**src/rtl/priority_encoder_8_to_3_if.sv**
```systemverilog
// Request/grant bundle for the 8-to-3 encoder.
// master drives the code side, slave drives requests and ready.
interface priority_encoder_8_to_3_if;
  logic       en;
  logic [7:0] in;
  logic       ready;
  logic [2:0] out;
  logic       valid;
  logic [7:0] pending;

  modport master (
    input  en,
    input  in,
    input  ready,
    output out,
    output valid,
    output pending
  );

  modport slave (
    output en,
    output in,
    output ready,
    input  out,
    input  valid,
    input  pending
  );
endinterface

```
**src/rtl/priority_encoder_8_to_3.sv**
```systemverilog
// Sticky-pending 8-to-3 encoder, one index per valid/ready handshake.
// Define ROUND_ROBIN_EN for rotating priority; default is highest-index wins.
module priority_encoder_8_to_3 (
  input logic clk,
  input logic rst,
  priority_encoder_8_to_3_if.master bus
);

  localparam logic [0:0] S_IDLE = 1'b0;
  localparam logic [0:0] S_HOLD = 1'b1;

  logic [0:0] r_state;
  logic [7:0] r_pending;
  logic [2:0] r_out;

  logic       w_valid;
  logic       w_hs;
  logic       w_free;
  logic [7:0] w_clr;
  logic [7:0] w_set;
  logic [7:0] w_pnext;
  logic       w_any;
  logic [2:0] w_sel;

  assign w_valid = (r_state == S_HOLD);
  assign w_hs    = w_valid & bus.ready;
  assign w_free  = ~w_valid | w_hs;
  assign w_clr   = w_hs ? (8'b1 << r_out) : 8'h00;
  assign w_set   = bus.en ? bus.in : 8'h00;
  // set wins over clear on the same bit
  assign w_pnext = (r_pending & ~w_clr) | w_set;
  assign w_any   = |w_pnext;

`ifdef ROUND_ROBIN_EN
  logic [2:0] r_ptr;
  logic [2:0] w_idx;

  // later hits override earlier: scan ptr-8 .. ptr-1
  always_comb begin
    w_sel = 3'd0;
    w_idx = 3'd0;
    for (int k = 8; k >= 1; k--) begin
      w_idx = r_ptr - 3'(k);
      if (w_pnext[w_idx]) w_sel = w_idx;
    end
  end

  always_ff @(posedge clk) begin
    if (rst) begin
      r_ptr <= 3'd0;
    end else if (w_free && w_any) begin
      r_ptr <= w_sel;
    end
  end
`else
  always_comb begin
    w_sel = 3'd0;
    for (int i = 0; i < 8; i++) begin
      if (w_pnext[i]) w_sel = 3'(i);
    end
  end
`endif

  always_ff @(posedge clk) begin
    if (rst) begin
      r_state   <= S_IDLE;
      r_pending <= 8'h00;
      r_out     <= 3'd0;
    end else begin
      r_pending <= w_pnext;
      if (w_free) begin
        r_state <= w_any ? S_HOLD : S_IDLE;
        r_out   <= w_any ? w_sel : 3'd0;
      end
    end
  end

  assign bus.out     = r_out;
  assign bus.valid   = w_valid;
  assign bus.pending = r_pending;

endmodule
```
**src/flat_wrapper.sv**
```systemverilog
// flat-port wrapper written by rule: the top's interface ports become plain ports
module priority_encoder_8_to_3_flat 
  (clk, rst, bus_en, bus_in, bus_ready, bus_out, bus_valid, bus_pending);
  priority_encoder_8_to_3_if bus_i ();
  input logic clk;
  input logic rst;
  input wire logic [$bits(bus_i.en)-1:0] bus_en;
  input wire logic [$bits(bus_i.in)-1:0] bus_in;
  input wire logic [$bits(bus_i.ready)-1:0] bus_ready;
  output wire logic [$bits(bus_i.out)-1:0] bus_out;
  output wire logic [$bits(bus_i.valid)-1:0] bus_valid;
  output wire logic [$bits(bus_i.pending)-1:0] bus_pending;
  assign bus_i.en = bus_en;
  assign bus_i.in = bus_in;
  assign bus_i.ready = bus_ready;
  assign bus_out = bus_i.out;
  assign bus_valid = bus_i.valid;
  assign bus_pending = bus_i.pending;
  priority_encoder_8_to_3 u_core (.clk(clk), .rst(rst), .bus(bus_i));
endmodule
```
**config.mk**
```make
export PLATFORM = sky130hd
export DESIGN_NAME = priority_encoder_8_to_3_flat
export DESIGN_NICKNAME = d
export VERILOG_FILES = /design/src/rtl/priority_encoder_8_to_3_if.sv /design/src/rtl/priority_encoder_8_to_3.sv /design/src/flat_wrapper.sv
export SDC_FILE = /design/constraint.sdc
export NUM_CORES = 1
export LEC_CHECK = 0
export ABC_AREA = 1
export CAP_MARGIN = 20
export CORE_MARGIN = 3
export CORE_UTILIZATION = 37
export CTS_CLUSTER_SIZE = 10
export DETAILED_ROUTE_END_ITERATION = 7
export GPL_ROUTABILITY_DRIVEN = 0
export PLACE_DENSITY = 0.82
export SYNTH_ARGS = -nofsm -noshare
export SYNTH_HDL_FRONTEND = slang
export SYNTH_SLANG_ARGS = --single-unit
```
**constraint.sdc**
```tcl
create_clock -name clk -period 1.3 [get_ports clk]
set_clock_uncertainty 0.05 [all_clocks]
set_input_delay 0.39 -clock clk [delete_from_list [all_inputs] [get_ports clk]]
set_output_delay 0.39 -clock clk [all_outputs]
set_load 0.03 [all_outputs]
```
# Word-level counts from Yosys, hierarchy flattened
# Cells that the tools add are included.
[word_totals] ff_bits=12 latchBits=0 ramBits=0 mem_bits_ro=0 output_inout_bits=12 memories=0
[op_classes] addsub=0 multipliers=0 div=0 order_cmp=0 eq_ne=0 n_shift=1 muxes=11 bitwise_logic=6 n_reduce_logical=1
[ops] cell="two-way mux 3 bit" n=7
[ops] cell="two-way mux 8 bit" n=2
[ops] cell="AND 8 bit" n=1
[ops] cell="NOT 8 bit" n=1
[ops] cell="OR 8 bit" n=1
[ops] cell="OR reduction 8 bit" n=1
[ops] cell="<< shifter 1 x 3 -> 8 bit, first input constant" n=1
[ops] cell="two-way mux 1 bit" n=2
[ops] cell="AND 1 bit" n=1
[ops] cell="NOT 1 bit" n=1
[ops] cell="OR 1 bit" n=1

# Logic depth before layout (Yosys ltp)
# Gate-level depths: netlist of the first run.
[depth] word_depth=13 ltp_mapped=13 ltp_nobuf=13

# Worst setup path before layout of the first run
# No wires, ideal clock.
[synth_path] path_type="register to register" start="register u_core.r_state (netlist: u_core.bus.valid)" end="register u_core.r_out[0] (netlist: u_core.bus.out[0])" t_arrival_ns=1.371 required_ns=1.118 path_slack_ns=-0.253 path_stages_with_launch=12 path_buffers=0 cell_sequence="dfxtp_1 nand2_2 nor2_4 nand3_1 a21boi_2 nand2_1 nand2_1 nand2_1 nand2_1 nand2_1 nand2_1 a21oi_2"
[synth_between] elab_chain_len=13
[synth_rtl] element="start: declaration" line="priority_encoder_8_to_3.sv:12" source="logic [0:0] r_state;"
[synth_rtl] element="start signal: assignment" line="priority_encoder_8_to_3.sv:72" source="r_state <= w_any ? S_HOLD : S_IDLE;"
[synth_rtl] element="AND 1 bit" line="priority_encoder_8_to_3.sv:26" source="assign w_hs = w_valid & bus.ready;"
[synth_rtl] element="two-way mux 8 bit" line="priority_encoder_8_to_3.sv:28" source="assign w_clr = w_hs ? (8'b1 << r_out) : 8'h00;"
[synth_rtl] element="NOT 8 bit" line="priority_encoder_8_to_3.sv:31" source="assign w_pnext = (r_pending & ~w_clr) | w_set;"
[synth_rtl] element="AND 8 bit" line="priority_encoder_8_to_3.sv:31"
[synth_rtl] element="OR 8 bit" line="priority_encoder_8_to_3.sv:31"
[synth_rtl] element="two-way mux 1 bit" line="priority_encoder_8_to_3.sv:59" source="if (w_pnext[i]) w_sel = 3'(i);"
[synth_rtl] element="two-way mux 3 bit (6 in a row)" line="priority_encoder_8_to_3.sv:59"
[synth_rtl] element="two-way mux 3 bit" line="priority_encoder_8_to_3.sv:73" source="r_out <= w_any ? w_sel : 3'd0;"
[synth_rtl] element="end signal: assignment" line="priority_encoder_8_to_3.sv:73"
[synth_rtl] element="end: declaration" line="priority_encoder_8_to_3.sv:14" source="logic [2:0] r_out;"
# Parallel ways exist; a longest one is shown, timed or not.
# A chain may end at the register's enable or synchronous reset.

# Final worst setup path of the first run
[layout_path] start="register u_core.r_state (netlist: u_core.bus.valid)" end="output bus_valid"
[layout_lines] element="end: declaration" line="flat_wrapper.sv:11" source="output wire logic [$bits(bus_i.valid)-1:0] bus_valid;"
# No word-level cell between the ends.

==> results.md, run 1 <==
- STA puts the critical path data required time at 0.86 ns.
- The estimated wirelength of the detail-placed design is between 1000 and 1500 um.
- The tool flagged a number of max-cap violations equal to 0.
- The final count of pins violating max slew came to 0.
- The worst hold-check path type is reg -> reg.
- The die footprint is 2180 um2.
- In the synthesized netlist, mux cells make up 0% of the area.
- The fraction of synthesis flops using an asynchronous set or reset pin is 0%.
- The met3 global-route usage is 4.30%.
- The xor and xnor area share after synthesis is 0%.
- The number of distinct library cell variants in the gate-level netlist after synthesis is 19.
- For this run, the total global-route usage over all layers was measured as 17.9%.
- By area, the combinational part of the netlist is dominated by simple AND/OR/NAND/NOR gates.
- The worst slew margin relative to its limit is 77.9%.
- The routed layout has 701 vias.
- In this run, synthesis produced a sequential element count of 12.
- The number of antenna violations at the first check in global routing is 0.
- In this run the number of H-tree levels came out at 1.
- After technology mapping, the gate count stands at around 90.
- The portion of synthesized cell area occupied by the leading cell type is about two fifths.
- Cells with a size suffix above 1 make up 41.7% of the layout.
- The count of buffers from port buffering is 23.
- The standby leakage power is 0.495 nW.
- TritonCTS built the clock tree.
- At the worst endpoint, the arrival time is 1.10 ns.
- The final worst-path cycle share is 118%.
- The fill cell total of the finished layout is 135.
- Across the whole layout, storage elements account for around 260 um2.
- The first global-routing pass estimated 2710 um of wire.
- The count of yosys warnings during synthesis is 0.
- When the netlist entered floorplanning its net count stood at about 100.
- The area growth from synthesis to layout is 68.5%.
- After clock tree synthesis, the flow added hold-fix buffers numbering 0.
- The startpoint of the most critical register-to-register path is u_core.bus.valid.
- The cell area that synthesis handed to floorplanning was just over 600 um2.
- The simple-gate area share of the yosys netlist is 40.5%.
- The most frequent cell after synthesis is sky130_fd_sc_hd__nand2_1.
- For this design the top-level I/O count stands at 24.
- The clock sink total is 12.
- The leftover overflow at the end of global routing is 0.
- The flow ran to the end, but the final reports show violations.
- The via count of the first global-routing pass is 671.
- The DRC violations left is 0.
- The final layout contains routed wiring with a total length of 1720 um.
- The type of element launching the critical path is a flop.
- The detail route stage leaves a number of antenna-violating nets equal to 0.
- The met1 layer usage reported by global route is approximately a fifth.
- The worst-case clock buffer depth is 2.
- In this run the most critical hold path is launched from u_core.bus.pending[0].
- The die is 46.7 um wide.
- Among all flip-flop cells after synthesis, the most frequent one is sky130_fd_sc_hd__dfxtp_1.
- Dividing the detail-routed wire length by the instance count gives 12.0 um.
- The capturing element type of the critical path is a primary output.
- By startpoint and endpoint, the worst setup path is classified as reg -> out.
- The post-synthesis area per instance is ~6.9 um2.
- The worst hold slack across all endpoints is 0.450 ns.
- The checks that failed: setup timing.
- The synthesized design spends more area on one cell type than any other, namely sky130_fd_sc_hd__dfxtp_1.
- The number of flops mapped to enable cells by yosys is 0.
- The setup-violating endpoint count in the final report is 7.
- Of all nets on the critical path, the largest fanout is 2.
- In the post-synthesis netlist, the biggest area contributors are sky130_fd_sc_hd__dfxtp_1, sky130_fd_sc_hd__nand2_1, sky130_fd_sc_hd__nor2_1.
- The total placed cells including tap cells is 136.
- Setup repair after global routing could not meet its margin everywhere.
- The source-to-sink clock delay at the later pin of the worst-skew pair is 0.27 ns.
- Summing the areas of all compound-gate instances in the mapped netlist gives 12.7% of the synthesized area.
- The transition time at the pin with the least slew margin is 0.332 ns.
- After synthesis, the most frequently instantiated cells are sky130_fd_sc_hd__nand2_1, sky130_fd_sc_hd__dfxtp_1, sky130_fd_sc_hd__nor2_1, sky130_fd_sc_hd__inv_1.
- The detailed router finished its first iteration with 10 violations.
- The row count is 14.
- The minimum clock period is 1.54 ns.
- The sequential cell area fraction in the yosys report is 39.3%.
- After layout, the worst setup slack is -0.237 ns.
- Once the floorplan was initialized, standard cells occupied 40.1% of the core.
- The total CTS buffers is 3.
- The floorplan step defined a core boundary enclosing between 1500 and 2000 um2.
- The multi-input combinational cell area is between 300 and 400 um2.
- The die is approximately 47 um tall.
- The final-report hold violation count came to 0.
- The buffer cell driving the clock tree root is sky130_fd_sc_hd__clkbuf_4.
- After detailed routing, the number of vias per cell comes to 4.90.
- After Yosys synthesis, full adders, half adders and majority gates account for 0% of the synthesized area.
- The register clock-pin slew on the reported worst setup and hold paths is 0.08 ns.
- Entering global routing, the biggest net connects 9 pins.
- The number of nets in the layout is 140.
- Static timing analysis puts the maximum clock frequency at between 0.6 and 0.7 GHz.
- In this run the power density over the cells is ~1000 nW/um2.
- The critical path startpoint is u_core.bus.valid.
- Once layout is complete, the cells apart from fillers number 143.
- The first TritonRoute pass finished after 4 iterations.
- The most utilized layer in the global route result is met2.
- The antenna diode count is 0.
- Global routing consumed, on the met2 layer, about 30% of the routing resources.
- The worst-case vdd ir drop is 0.000656 V.
metrics by stage:
step / area [um2] / setup WS [ns] / TNS, ns / utilization [%] / power, mW
floorplan: 637 / -0.0435 / -0.0582 / - / 0.609
global placement: 923 / -0.663 / -4.79 / 60.6 / 0.742
detailed placement: 923 / -0.715 / -5.31 / 60.6 / 0.751
CTS: 987 / -0.132 / -0.510 / 64.8 / 1.07
global route: 1030 / -0.381 / -1.50 / 67.7 / 1.14
finish: 1030 / -0.237 / -0.823 / 67.7 / 1.08
routing by layer:
layer  wire length [um]  part of all wire (%)
met4                 30                   1.7
met1                744                    43
met5                  0                     0
met2                852                    50
met3                 88                   5.1
layout by cell type, fill, tap and decap left out, drive strengths merged:
cell and count:
nand2 38, buf 25, nor2 13, dfxtp 12
inv 10, clkdlybuf4s50 9, a21oi 5, clkbuf 4
nand3 3, a21boi 1, nor3 1, a22oi 1
and2 1, a41oi 1, nand3b 1, dlygate4sd2 1
clkdlybuf4s15 1
registers in the layout, summed over array words and instances (netlist names):
| name | flops |
|---|---|
| u_core.bus.pending | 8 |
| u_core.bus.out | 3 |
| u_core.bus.valid | 1 |
report_power, final:
group	leakage (nW)	internal (mW)	switching, mW
combinational	0.372	0.164	0.186
sequential	0.102	0.397	0.0324
clock	0.0210	0.170	0.131
what timing repair did:
action | in CTS | in global routing
buffers inserted | 0 | 3
gates resized for setup | 11 | 6
gates cloned | 0 | 0
pin swaps | 4 | 3
endpoints found under the setup margin | 13 | 8
kinds of logic (layout without fill, tap and decap cells):
logic type / after synthesis / after routing
compound gates: 8 / 8
buf+inv: 12 / 50
flops: 12 / 12
simple gates: 57 / 57
final cells by class:
type                    instances  share of cell area (%)
multi-input cells              65                    34.7
repair buffers                 36                    31.3
flip-flops and latches         12                    24.9
inverters                      10                    3.64
clock buffers                   4                    3.52
well taps                      16                    1.94
critical path, stage by stage (launching register included):
cell and delay, ns:
sky130_fd_sc_hd__dfxtp_4 0.36, sky130_fd_sc_hd__buf_4 0.13, sky130_fd_sc_hd__buf_6 0.11, sky130_fd_sc_hd__buf_6 0.10, sky130_fd_sc_hd__buf_6 0.12
path summary, 6_finish.rpt:
path                            to  slack, ns  cells past startpoint
max                      bus_valid      -0.24                      4
min          u_core.bus.pending[0]       0.45                      2
max reg2reg      u_core.bus.out[0]      -0.14                     13
min reg2reg  u_core.bus.pending[0]       0.45                      2
(Power assumes the default switching activity.)
==> run 2, diff against run 1 <==
--- a/config.mk
+++ b/config.mk
@@ -12,6 +12,7 @@
 export CTS_CLUSTER_SIZE = 10
 export DETAILED_ROUTE_END_ITERATION = 7
 export GPL_ROUTABILITY_DRIVEN = 0
+export HOLD_SLACK_MARGIN = 0.1
 export PLACE_DENSITY = 0.82
 export SYNTH_ARGS = -nofsm -noshare
 export SYNTH_HDL_FRONTEND = slang
==> results of run 2 <==
No change in the layout: final DEF, timing and power equal those of run 1.
==> RTL edit: new RTL, config.mk and constraints of run 2 <==
The option `ROUND_ROBIN_EN` is turned on by a define.
--- a/src/rtl/priority_encoder_8_to_3.sv
+++ b/src/rtl/priority_encoder_8_to_3.sv
@@ -1,5 +1,7 @@
 // Sticky-pending 8-to-3 encoder, one index per valid/ready handshake.
 // Define ROUND_ROBIN_EN for rotating priority; default is highest-index wins.
+`define ROUND_ROBIN_EN
+
 module priority_encoder_8_to_3 (
   input logic clk,
   input logic rst,
Check against the original RTL: not equivalent (Yosys sat finds a counterexample within 4 cycles, from zero or initial values and one cycle with rst high).
==> RTL edit against run 2 <==
  * The flow still finishes with violations (setup timing)
  * Total power increased to 5.8 times the old value
  * Register-to-register slack got worse by 680 ps
  * Clock power about the same
  * Wire length increased to 3.0 times the old value
  * Worst setup slack got worse by 590 ps
  * Sequential cell count increased by 3
  * Utilization increased by 5.5 points
  * Area after synthesis increased by 110%
  * Critical path depth increased by 13
  * Design area increased by 130%
==> RTL edit: results (changes against run 2) <==
Number of nets in the layout: 307 (+120%)
Worst r2r path cells: 17 (+4)
Adder-Cell Fraction of Synth Area: 0.01949 (+0.01949)
Startpoint Class: flop
Global-route wire length before repair: 7.341 mm (+170%)
Placed Cells: 323 (+140%)
Sw Ratio: 0.5352 (+0.2120)
Post-route insts no fill: 336 (+130%)
WHS Endpoint: u_core.bus.pending[1]$_SDFF_PP0_
Share of cells above drive strength 1: 0.5753 (+0.1580)
1st-iter DRT viols: 178 (+168)
Worst-Skew Late Latency: 300 ps (+30 ps)
Largest net degree at the start of global routing: 16 (+7)
FF-to-FF Start: u_core.bus.valid$_SDFFE_PP0N_
Antenna cells: 0 (unchanged)
Crit path to: u_core.bus.out[0]$_SDFFE_PP0N_
Most used DFF post-synth: dfxtp_1
Critical path's largest stage delay: 380 ps (+20 ps)
Post-synth top cells: nand2_1, nand3_1, inv_1
Hold Crit Start: u_core.bus.pending[1]$_SDFF_PP0_
Failing checks: setup timing
Post-route setup slack: -824.2 ps (-587.4 ps)
Area contributors post-synth: nand2_1, dfxtp_1, nand3_1
Clk slew on worst S/H paths: 110 ps (+30 ps)
Post-synthesis xor/xnor area fraction: 0.02047 (+0.02047)
Vias per cell: 5.372 (+9.6%)
Max-slew headroom: 0.7606 (-0.01808)
Vias in the first global route: 1,653 (+150%)
Arrival time at the worst endpoint: 2280 ps (+1180 ps)
Total Wirelength: 5.092 mm (+200%)
VDD IR-drop max: 0.001933 V (+190%)
Post-DP HPWL: 3.159 mm (+140%)
Setup Viol. Count Final: 18 (+11)
Cells after synthesis: 221 (+150%)
Tot GR Track Use: 0.2197 (+0.04043)
Period Utilization, post-route: 1.634 (+0.4518)
Synth Area in Compound Gates: 0.1101 (-0.01665)
Top Family by Delay on Critical Path: simple AND/OR/NAND/NOR gates
Synth unique cells: 25 (+6)
Syn Nets: 235 (+130%)
Pleak: 1.123 nW (+130%)
Run status: finished, violations left
Sequential area share after synthesis: 0.2339 (-0.1587)
## RTL edit: layout make-up
class / instances / area (sq um)
Timing Repair Buffer: 72 / 655.6
Inverter: 22 / 87.58
Fill cell: 214 / 854.6
Tap cell: 44 / 55.05
Multi-Input combinational cell: 179 / 1162
Clock inverter: 1 / 7.507
Clock buffer: 3 / 22.52
Sequential cell: 15 / 332.8
## RTL edit: metal layers
layer	wire [um]	vias to the layer above	GRT usage
met5	0	-	0
met4	162	0	0.04749
met3	352	23	0.03813
met2	2581	81	0.3972
met1	1995	843	0.2688
li1	-	858	-
## RTL edit: power groups by stage
stage | registers, mW | logic [mW] | clock network (mW)
after floorplan | 0.807 | 2.46 | 0
after global placement | 0.735 | 3.70 | 0
after detailed placement | 0.736 | 3.78 | 0
after CTS | 0.739 | 4.07 | 0.288
after global routing | 0.794 | 5.58 | 0.317
final | 0.778 | 5.16 | 0.300
## RTL edit: cell families after synthesis
kind of cell,Yosys count
xor gates and xnor gates,3
DFF,15
adders and majority gates,2
buffers and inverters,27
and+or+nand+nor,149
AOI/OAI and AO/OA,25
## RTL edit: stage by stage
stage            util  setup TNS (ps)  hold WS (ps)  setup slack (ps)
3_3_place_gp   0.5965          -11720         511.2             -1263
3_5_place_dp   0.5965          -12290         518.7             -1330
2_1_floorplan       -           -3221         399.4            -497.7
4_1_cts        0.6500           -4548         541.7            -699.0
6_report       0.7311           -5651         552.8            -824.2
5_1_grt        0.7311           -7169         581.1            -989.4
## RTL edit: timing repair
action,4_1_cts,5_1_grt
resized for setup,47,68
setup endpoints to repair,25,22
endpoints found under the hold margin,0,0
pin swaps,7,23
buffers inserted,2,10
hold buffers,0,0
